### config.mk
export PLATFORM = sky130hd
export DESIGN_NAME = ssp_slave_rx
export DESIGN_NICKNAME = d
export VERILOG_FILES = /design/src/rtl/ssp_slave_rx.sv
export SDC_FILE = /design/constraint.sdc
export NUM_CORES = 1
export LEC_CHECK = 0
export BUFFER_PORTS_ARGS = -buffer_cell sky130_fd_sc_hd__buf_2
export CAP_MARGIN = 20
export CORE_MARGIN = 2
export CORE_UTILIZATION = 61
export DETAILED_ROUTE_END_ITERATION = 10
export PLACE_DENSITY_LB_ADDON = 0.2
export SLEW_MARGIN = 0
export SYNTH_ARGS = -nofsm -noshare
export SYNTH_HDL_FRONTEND = slang
export SYNTH_SLANG_ARGS = --single-unit
### constraint.sdc
create_clock -name pck0 -period 4.9 [get_ports pck0]
set_input_delay 0.245 -clock pck0 [delete_from_list [all_inputs] [get_ports pck0]]
set_output_delay 0.245 -clock pck0 [all_outputs]
set_load 0.01 [all_outputs]
### src/rtl/ssp_slave_rx.sv
// SSP slave receiver: oversamples the ARM-driven SPI pins on pck0, deserialises MSB-first
// words, and decodes configuration commands into the major-mode control bits.
module ssp_slave_rx #(
    parameter int WORD_W           = 16,
    parameter bit FRAME_ACTIVE_LOW = 1'b1,
    parameter int SYNC_STAGES      = 2,
    parameter int TIMEOUT          = 255
) (
    input  logic              pck0,
    input  logic              rst,
    input  logic              ssp_clk,
    input  logic              ssp_dout,
    input  logic              ssp_frame,
    output logic [WORD_W-1:0] rx_word,
    output logic              rx_valid,
    output logic              rx_err,
    output logic [2:0]        major_mode,
    output logic              xcorr_is_848,
    output logic              snoop,
    output logic              xcorr_quarter_freq
);
    localparam int CW = $clog2(WORD_W);
    localparam int TW = $clog2(TIMEOUT + 1);

    typedef enum logic [1:0] {WAIT_IDLE, IDLE, SHIFT} state_t;

    state_t            state_q, state_d;
    logic [SYNC_STAGES-1:0] clk_sync_q, dout_sync_q, frame_sync_q;
    logic              clk_prev_q;
    logic [WORD_W-1:0] shreg_q, shreg_d;
    logic [CW-1:0]     bit_cnt_q, bit_cnt_d;
    logic [TW-1:0]     tmo_q, tmo_d;
    logic              done_q, done_d;
    logic              err_q, err_d;
    logic [WORD_W-1:0] rx_word_q;
    logic              rx_valid_q;
    logic [2:0]        mode_q;
    logic              is848_q, snoop_q, quarter_q;

    logic clk_s, dout_s, frame_s, clk_rise, win, tmo_hit, last_bit;

    assign clk_s    = clk_sync_q[SYNC_STAGES-1];
    assign dout_s   = dout_sync_q[SYNC_STAGES-1];
    assign frame_s  = frame_sync_q[SYNC_STAGES-1];
    assign clk_rise = clk_s & ~clk_prev_q;
    assign win      = FRAME_ACTIVE_LOW ? ~frame_s : frame_s;
    assign tmo_hit  = (tmo_q == TW'(TIMEOUT - 1));
    assign last_bit = (bit_cnt_q == CW'(WORD_W - 1));

    always_ff @(posedge pck0) begin
        if (rst) begin
            state_q      <= WAIT_IDLE;
            clk_sync_q   <= '0;
            dout_sync_q  <= '0;
            frame_sync_q <= '0;
            clk_prev_q   <= 1'b0;
            shreg_q      <= '0;
            bit_cnt_q    <= '0;
            tmo_q        <= '0;
            done_q       <= 1'b0;
            err_q        <= 1'b0;
            rx_word_q    <= '0;
            rx_valid_q   <= 1'b0;
            mode_q       <= '0;
            is848_q      <= 1'b0;
            snoop_q      <= 1'b0;
            quarter_q    <= 1'b0;
        end else begin
            state_q      <= state_d;
            clk_sync_q   <= {clk_sync_q[SYNC_STAGES-2:0], ssp_clk};
            dout_sync_q  <= {dout_sync_q[SYNC_STAGES-2:0], ssp_dout};
            frame_sync_q <= {frame_sync_q[SYNC_STAGES-2:0], ssp_frame};
            clk_prev_q   <= clk_s;
            shreg_q      <= shreg_d;
            bit_cnt_q    <= bit_cnt_d;
            tmo_q        <= tmo_d;
            done_q       <= done_d;
            err_q        <= err_d;
            rx_valid_q   <= done_q;
            if (done_q)
                rx_word_q <= shreg_q;
            // Decode sees the word in the same cycle rx_valid is high.
            if (rx_valid_q && rx_word_q[WORD_W-1 -: 4] == 4'h1) begin
                mode_q    <= rx_word_q[7:5];
                quarter_q <= rx_word_q[2];
                snoop_q   <= rx_word_q[1];
                is848_q   <= rx_word_q[0];
            end
        end
    end

    always_comb begin
        state_d = state_q;
        case (state_q)
            WAIT_IDLE: if (!win) state_d = IDLE;
            IDLE:      if (win)  state_d = SHIFT;
            SHIFT: begin
                if (!win)
                    state_d = IDLE;
                else if (!clk_rise && tmo_hit && bit_cnt_q != '0)
                    state_d = WAIT_IDLE;
            end
            default:   state_d = WAIT_IDLE;
        endcase
    end

    always_comb begin
        shreg_d   = shreg_q;
        bit_cnt_d = bit_cnt_q;
        tmo_d     = tmo_q;
        done_d    = 1'b0;
        err_d     = 1'b0;
        case (state_q)
            IDLE: begin
                bit_cnt_d = '0;
                tmo_d     = '0;
            end
            SHIFT: begin
                // Window end takes priority over a coincident clock edge.
                if (!win) begin
                    err_d = (bit_cnt_q != '0);
                end else if (clk_rise) begin
                    shreg_d   = {shreg_q[WORD_W-2:0], dout_s};
                    tmo_d     = '0;
                    done_d    = last_bit;
                    bit_cnt_d = last_bit ? '0 : bit_cnt_q + CW'(1);
                end else begin
                    if (tmo_q != TW'(TIMEOUT))
                        tmo_d = tmo_q + TW'(1);
                    err_d = tmo_hit && (bit_cnt_q != '0);
                end
            end
            default: ;
        endcase
    end

    assign rx_word            = rx_word_q;
    assign rx_valid           = rx_valid_q;
    assign rx_err             = err_q;
    assign major_mode         = mode_q;
    assign xcorr_is_848       = is848_q;
    assign snoop              = snoop_q;
    assign xcorr_quarter_freq = quarter_q;
endmodule

==> flow_metrics.tcl, run 1 <==
set metrics [dict create \
    status "complete, no violations" \
    h-tree-depth 3 \
    gr-total-overflow 0 \
    grt_pass1_wl_um 7520 \
    synth_edf_count 0 \
    synth_warnings 0 \
    finalCritPeriodShare_pct 38.1 \
    startpoint "state_q[0]$_SDFFE_PP0P_" \
    post_drt_wl_per_cell_um 13.3 \
    layout-drive-gt1-share_pct 17.8 \
    final_nets 302 \
    rsz0062_at_grt "no" \
    post-cts-setup-buffer-count 0 \
    num_antenna_cells 0 \
    fillers 291 \
    worstPathRequired_ns 5.15 \
    cap_viol_max_count 0 \
    regArea_um2 1240 \
    ys_ff_latch 62 \
    synth_ff_type "dfxtp_1" \
    root_buffer "clkbuf_8" \
    crit_fanout 15 \
    wirelength_um 4630 \
    start_util_pct 62.4 \
    synthCells 266 \
    crit_path_end_kind "flip-flop" \
    multi_input_area_um2 1130 \
    timing.rr.end "bit_cnt_q[2]$_SDFFE_PP0P_" \
    dieArea_um2 4560 \
    r2r_slack_ns 3.03 \
    rows 23 \
    worstHoldEndpoint "dout_sync_q[0]$_SDFF_PP0_" \
    hp-start "ssp_dout" \
    cts_buffer_depth 2 \
    crit_type "reg2reg" \
    via_per_inst 5.46 \
    coreArea_um2 3940 \
    syn_to_final_growth_pct 14.1 \
    antenna_found_initial 0 \
    chipHeight_um 67.5 \
    cpMaxStageDelayCell "nor3_2" \
    cts_tree "yes" \
    crit_chain "nand2b_4 > nor3_2 > buf_4 > o21ai_0 > a221oi_1" \
    p_per_area_nw_per_um2 336 \
    synth-async-reset-ratio_pct 0 \
    cp-start-kind "flip-flop" \
    leakage_uw 0.00109 \
    r2r_cells 5 \
    setup_viol 0 \
    cts_resized 0 \
    grt_pass1_vias 1629 \
    numCtsBuffers 9 \
    hpwl_um 2970 \
    final_cell_mix "62 x dfxtp_1, 41 x nand2_1, 28 x buf_2" \
    ir_drop_v 0.000222 \
    fmax_ghz 0.536 \
    synth.avg_cell_area_um2 9.25 \
    clk_pin_slew_worst_paths_ns 0.07 \
    regToRegStartpoint "state_q[0]$_SDFFE_PP0P_" \
    holdCritPathClass "in2reg" \
    gp_congestion 0.902 \
    drt_iter0_markers 151 \
    crit_buf_inv 1 \
    mostFrequentLayoutCell "dfxtp_1" \
    critPathTopFamily "simple AND/OR/NAND/NOR gates" \
    grt_max_degree 62 \
    slew_headroom_pct 36.7 \
    clock-sinks 62 \
    worst_slew_pin_slew_ns 0.948 \
    slew_violations 0 \
    final-hold-violation-count 0 \
    finClkSkew_ns 0.00783 \
    numPortBuffers 28 \
    fin_crit_ns 1.87 \
    stdcell_area_um2 2810 \
    whs_path_depth 2 \
    firstDrtPassIters 4 \
    synthesis.nets 275 \
    die-width_um 67.5 \
    syn_area_um2 2460 \
    dr_total_vias 1900 \
    grt_util_all_layers_pct 22.5 \
    final_antenna_net_count 0 \
    slowest_delay_ns 0.50 \
    cts_hold_buf 0 \
    placed_cell_area_um2 2620 \
    synth.distinct_cells 38 \
    io_pins 29 \
    fin_tns_setup_ns 0 \
    arrival_ns 2.11 \
    drc_errors 0 \
    ys_seq_area_share_pct 50.4 \
    clkLatencyLatePin_ns 0.34 \
]
-- registers in the layout (all words and copies together) (netlist names), 2 cells and up --
| name | flops |
|---|---|
| bit_cnt_q | 4 |
| state_q | 2 |
| rx_word | 16 |
| dout_sync_q | 2 |
| major_mode | 3 |
| frame_sync_q | 2 |
| tmo_q | 8 |
| shreg_q | 16 |
| clk_sync_q | 2 |
-- worst reg2reg max path: stages (launching register included) --
cell and delay (ns):
dfxtp_1 0.36, nand2b_4 0.23, nor3_2 0.50, buf_4 0.30
o21ai_0 0.11, a221oi_1 0.27
-- worst max-delay path by stage --
stage                                           end  cells after the start  slack [ns]
after floorplan               tmo_q[1]$_SDFFE_PP0P_                      5        3.22
after global placement    bit_cnt_q[2]$_SDFFE_PP0P_                      5        3.13
after detailed placement  bit_cnt_q[2]$_SDFFE_PP0P_                      5        3.02
after CTS                 bit_cnt_q[2]$_SDFFE_PP0P_                      5        3.03
after global routing      bit_cnt_q[2]$_SDFFE_PP0P_                      5        2.82
final                     bit_cnt_q[2]$_SDFFE_PP0P_                      5        3.03
-- synthesized netlist by cell type, types with 4 or more instances --
cell	n	area share, %
o21ai_0	5	1.0
nor2b_1	10	2.5
clkbuf_1	10	1.5
or4_1	4	1.2
o32ai_1	4	1.4
a211oi_1	5	1.5
mux2i_1	22	8.9
dfxtp_1	62	50
nand2_1	41	6.3
nor2_1	25	3.8
a22oi_1	6	1.8
ha_1	4	2.0
nand3_1	7	1.4
nor3_1	4	0.81
inv_1	8	1.2
a21oi_1	20	4.1
-- through the flow --
stage               worst slack (ns)  hold slack, ns  instances  util, %  power, uW
floorplan                       3.22           0.373        266        -        538
global placement                3.13           0.420        332     66.5        544
finish                          3.03           0.126        348     71.2        945
detailed placement              3.02           0.431        332     66.5        544
CTS                             3.03           0.111        348     71.2        955
global route                    2.82           0.120        348     71.2        976
-- report_power, final --
part | internal (uW) | switching, uW | total, uW
Clock | 223 | 188 | 412
Combinational | 7.18 | 16.2 | 23.4
Sequential | 507 | 2.55 | 510
Total | 737 | 207 | 945
-- logic make-up after synthesis --
kind of cell	count (synthesis)	share of synthesized area, %
mux	22	8.95
fa+ha+maj	4	2.03
compound gates	50	13.8
buf+inv	22	3.51
simple gates	106	21.3
flops	62	50.4
-- routing by layer --
| layer | up-vias | GRT usage [%] | wire (um) |
|---|---|---|---|
| met3 | 8 | 6.50 | 184 |
| met5 | - | 0 | 0 |
| met1 | 864 | 30.3 | 2310 |
| met2 | 39 | 33.0 | 2050 |
| met4 | 0 | 10.7 | 80 |
| li1 | 989 | - | - |
-- cell type report --
cell class	instances	area share, %
clock inverter	3	0.624
inverter	8	1.07
multi-input combinational	182	40.4
clock buffer	13	6.01
timing repair buffer	30	5.52
sequential	62	44.2
tap	50	2.23
Power figures use the tool's default switching activity.
==> inputs of run 2 (changes only) <==
--- a/config.mk
+++ b/config.mk
@@ -8,7 +8,7 @@
 export BUFFER_PORTS_ARGS = -buffer_cell sky130_fd_sc_hd__buf_2
 export CAP_MARGIN = 20
 export CORE_MARGIN = 2
-export CORE_UTILIZATION = 61
+export CORE_UTILIZATION = 57
 export DETAILED_ROUTE_END_ITERATION = 10
 export PLACE_DENSITY_LB_ADDON = 0.2
 export SLEW_MARGIN = 0
==> constraint.sdc (replaced) <==
create_clock -name pck0 -period 1.9 [get_ports pck0]
set_input_delay 0.095 -clock pck0 [delete_from_list [all_inputs] [get_ports pck0]]
set_output_delay 0.095 -clock pck0 [all_outputs]
set_load 0.01 [all_outputs]
==> flow_metrics.tcl, run 2 (synthesis gave the netlist of run 1 again) <==
set metrics [dict create \
    cts_buffer_depth 2 \
    slew_violations 0 \
    syn_to_final_growth_pct 17.1 \
    dr_total_vias 1992 \
    cts_tree "yes" \
    regArea_um2 1240 \
    gp_congestion 0.943 \
    crit_fanout 8 \
    grt_util_all_layers_pct 21.6 \
    leakage_uw 0.00113 \
    h-tree-depth 3 \
    chipHeight_um 69.7 \
    hpwl_um 3130 \
    startpoint "tmo_q[0]$_SDFFE_PP0P_" \
    finClkSkew_ns 0.00639 \
    status "complete, no violations" \
    wirelength_um 4720 \
    crit_path_end_kind "flip-flop" \
    start_util_pct 60.2 \
    grt_max_degree 34 \
    setup_viol 0 \
    fmax_ghz 0.568 \
    final_antenna_net_count 0 \
    multi_input_area_um2 1130 \
    coreArea_um2 4090 \
    numCtsBuffers 9 \
    grt_pass1_wl_um 8360 \
    clock-sinks 62 \
    drc_errors 0 \
    die-width_um 69.7 \
    num_antenna_cells 0 \
    critPathTopFamily "compound AO/OA/AOI/OAI gates" \
    hp-start "rst" \
    root_buffer "clkbuf_8" \
    cap_viol_max_count 0 \
    post_drt_wl_per_cell_um 13.2 \
    final_cell_mix "62 x dfxtp_1, 41 x nand2_1, 28 x buf_2" \
    clk_pin_slew_worst_paths_ns 0.06 \
    rsz0062_at_grt "no" \
    holdCritPathClass "in2reg" \
    gr-total-overflow 0 \
    crit_type "reg2reg" \
    grt_pass1_vias 1849 \
    worstPathRequired_ns 2.17 \
    io_pins 29 \
    fin_tns_setup_ns 0 \
    worst_slew_pin_slew_ns 0.531 \
    cpMaxStageDelayCell "a2111o_1" \
    fin_crit_ns 1.76 \
    slew_headroom_pct 64.5 \
    crit_buf_inv 0 \
    finalCritPeriodShare_pct 92.7 \
    crit_chain "ha_1 > and3_4 > a211o_4 > a2111o_1 > a21oi_2" \
    drt_iter0_markers 206 \
    rows 23 \
    final_util_pct 70.5 \
    layout-drive-gt1-share_pct 19.2 \
    final_nets 312 \
    clkLatencyLatePin_ns 0.33 \
    dieArea_um2 4860 \
    antenna_found_initial 0 \
    cp-start-kind "flip-flop" \
    final-hold-violation-count 0 \
    ir_drop_v 0.000607 \
    arrival_ns 2.03 \
    cts_resized 0 \
    via_per_inst 5.56 \
    p_per_area_nw_per_um2 834 \
    fillers 309 \
    regToRegStartpoint "tmo_q[0]$_SDFFE_PP0P_" \
    mostFrequentLayoutCell "dfxtp_1" \
    slowest_delay_ns 0.43 \
    firstDrtPassIters 4 \
    numPortBuffers 28 \
]
[run 2: what timing repair did]
item                                    in CTS  in global routing
hold buffers                                 3                  0
buffers inserted                             0                  0
hold endpoints to repair                     3                  0
endpoints found under the setup margin       0                  0
[run 2: area by class of cell]
cell class | count | share of cell area, %
clock inverter | 3 | 0.651
clock buffer | 13 | 5.51
sequential | 62 | 43.1
tap | 50 | 2.17
timing repair buffer | 40 | 8.25
multi-input combinational | 182 | 39.3
inverter | 8 | 1.04
[run 2: worst paths after layout]
check	end	slack, ns	depth (start not counted)
worst max-delay path	tmo_q[1]$_SDFFE_PP0P_	0.14	5
worst min-delay path	tmo_q[1]$_SDFFE_PP0P_	0.11	2
worst max register to register	tmo_q[1]$_SDFFE_PP0P_	0.14	5
worst min register to register	frame_sync_q[1]$_SDFF_PP0_	0.43	1
[run 2: metal layers]
layer,vias up,track usage [%],wire [um]
li1,1008,-,-
met4,0,9.40,82
met1,925,30.1,2360
met5,-,0,0
met3,11,6.98,220
met2,48,30.8,2050
[run 2: power breakdown]
part	total, uW	internal (uW)	switching (uW)
logic	71.4	26.9	44.5
clock network	1020	543	476
registers	1310	1310	6.00
[run 2: metrics by stage]
stage / cells / hold WS [ns] / worst slack, ns / total power (uW) / instance area [um2]
3_3_place_gp: 339 / 0.303 / 0.183 / 1410 / 2680
3_5_place_dp: 339 / 0.312 / 0.160 / 1410 / 2680
5_1_grt: 358 / 0.127 / 0.00803 / 2500 / 2880
4_1_cts: 358 / 0.0940 / 0.142 / 2430 / 2880
2_1_floorplan: 266 / 0.223 / 0.220 / 1390 / 2460
6_report: 358 / 0.115 / 0.138 / 2400 / 2880
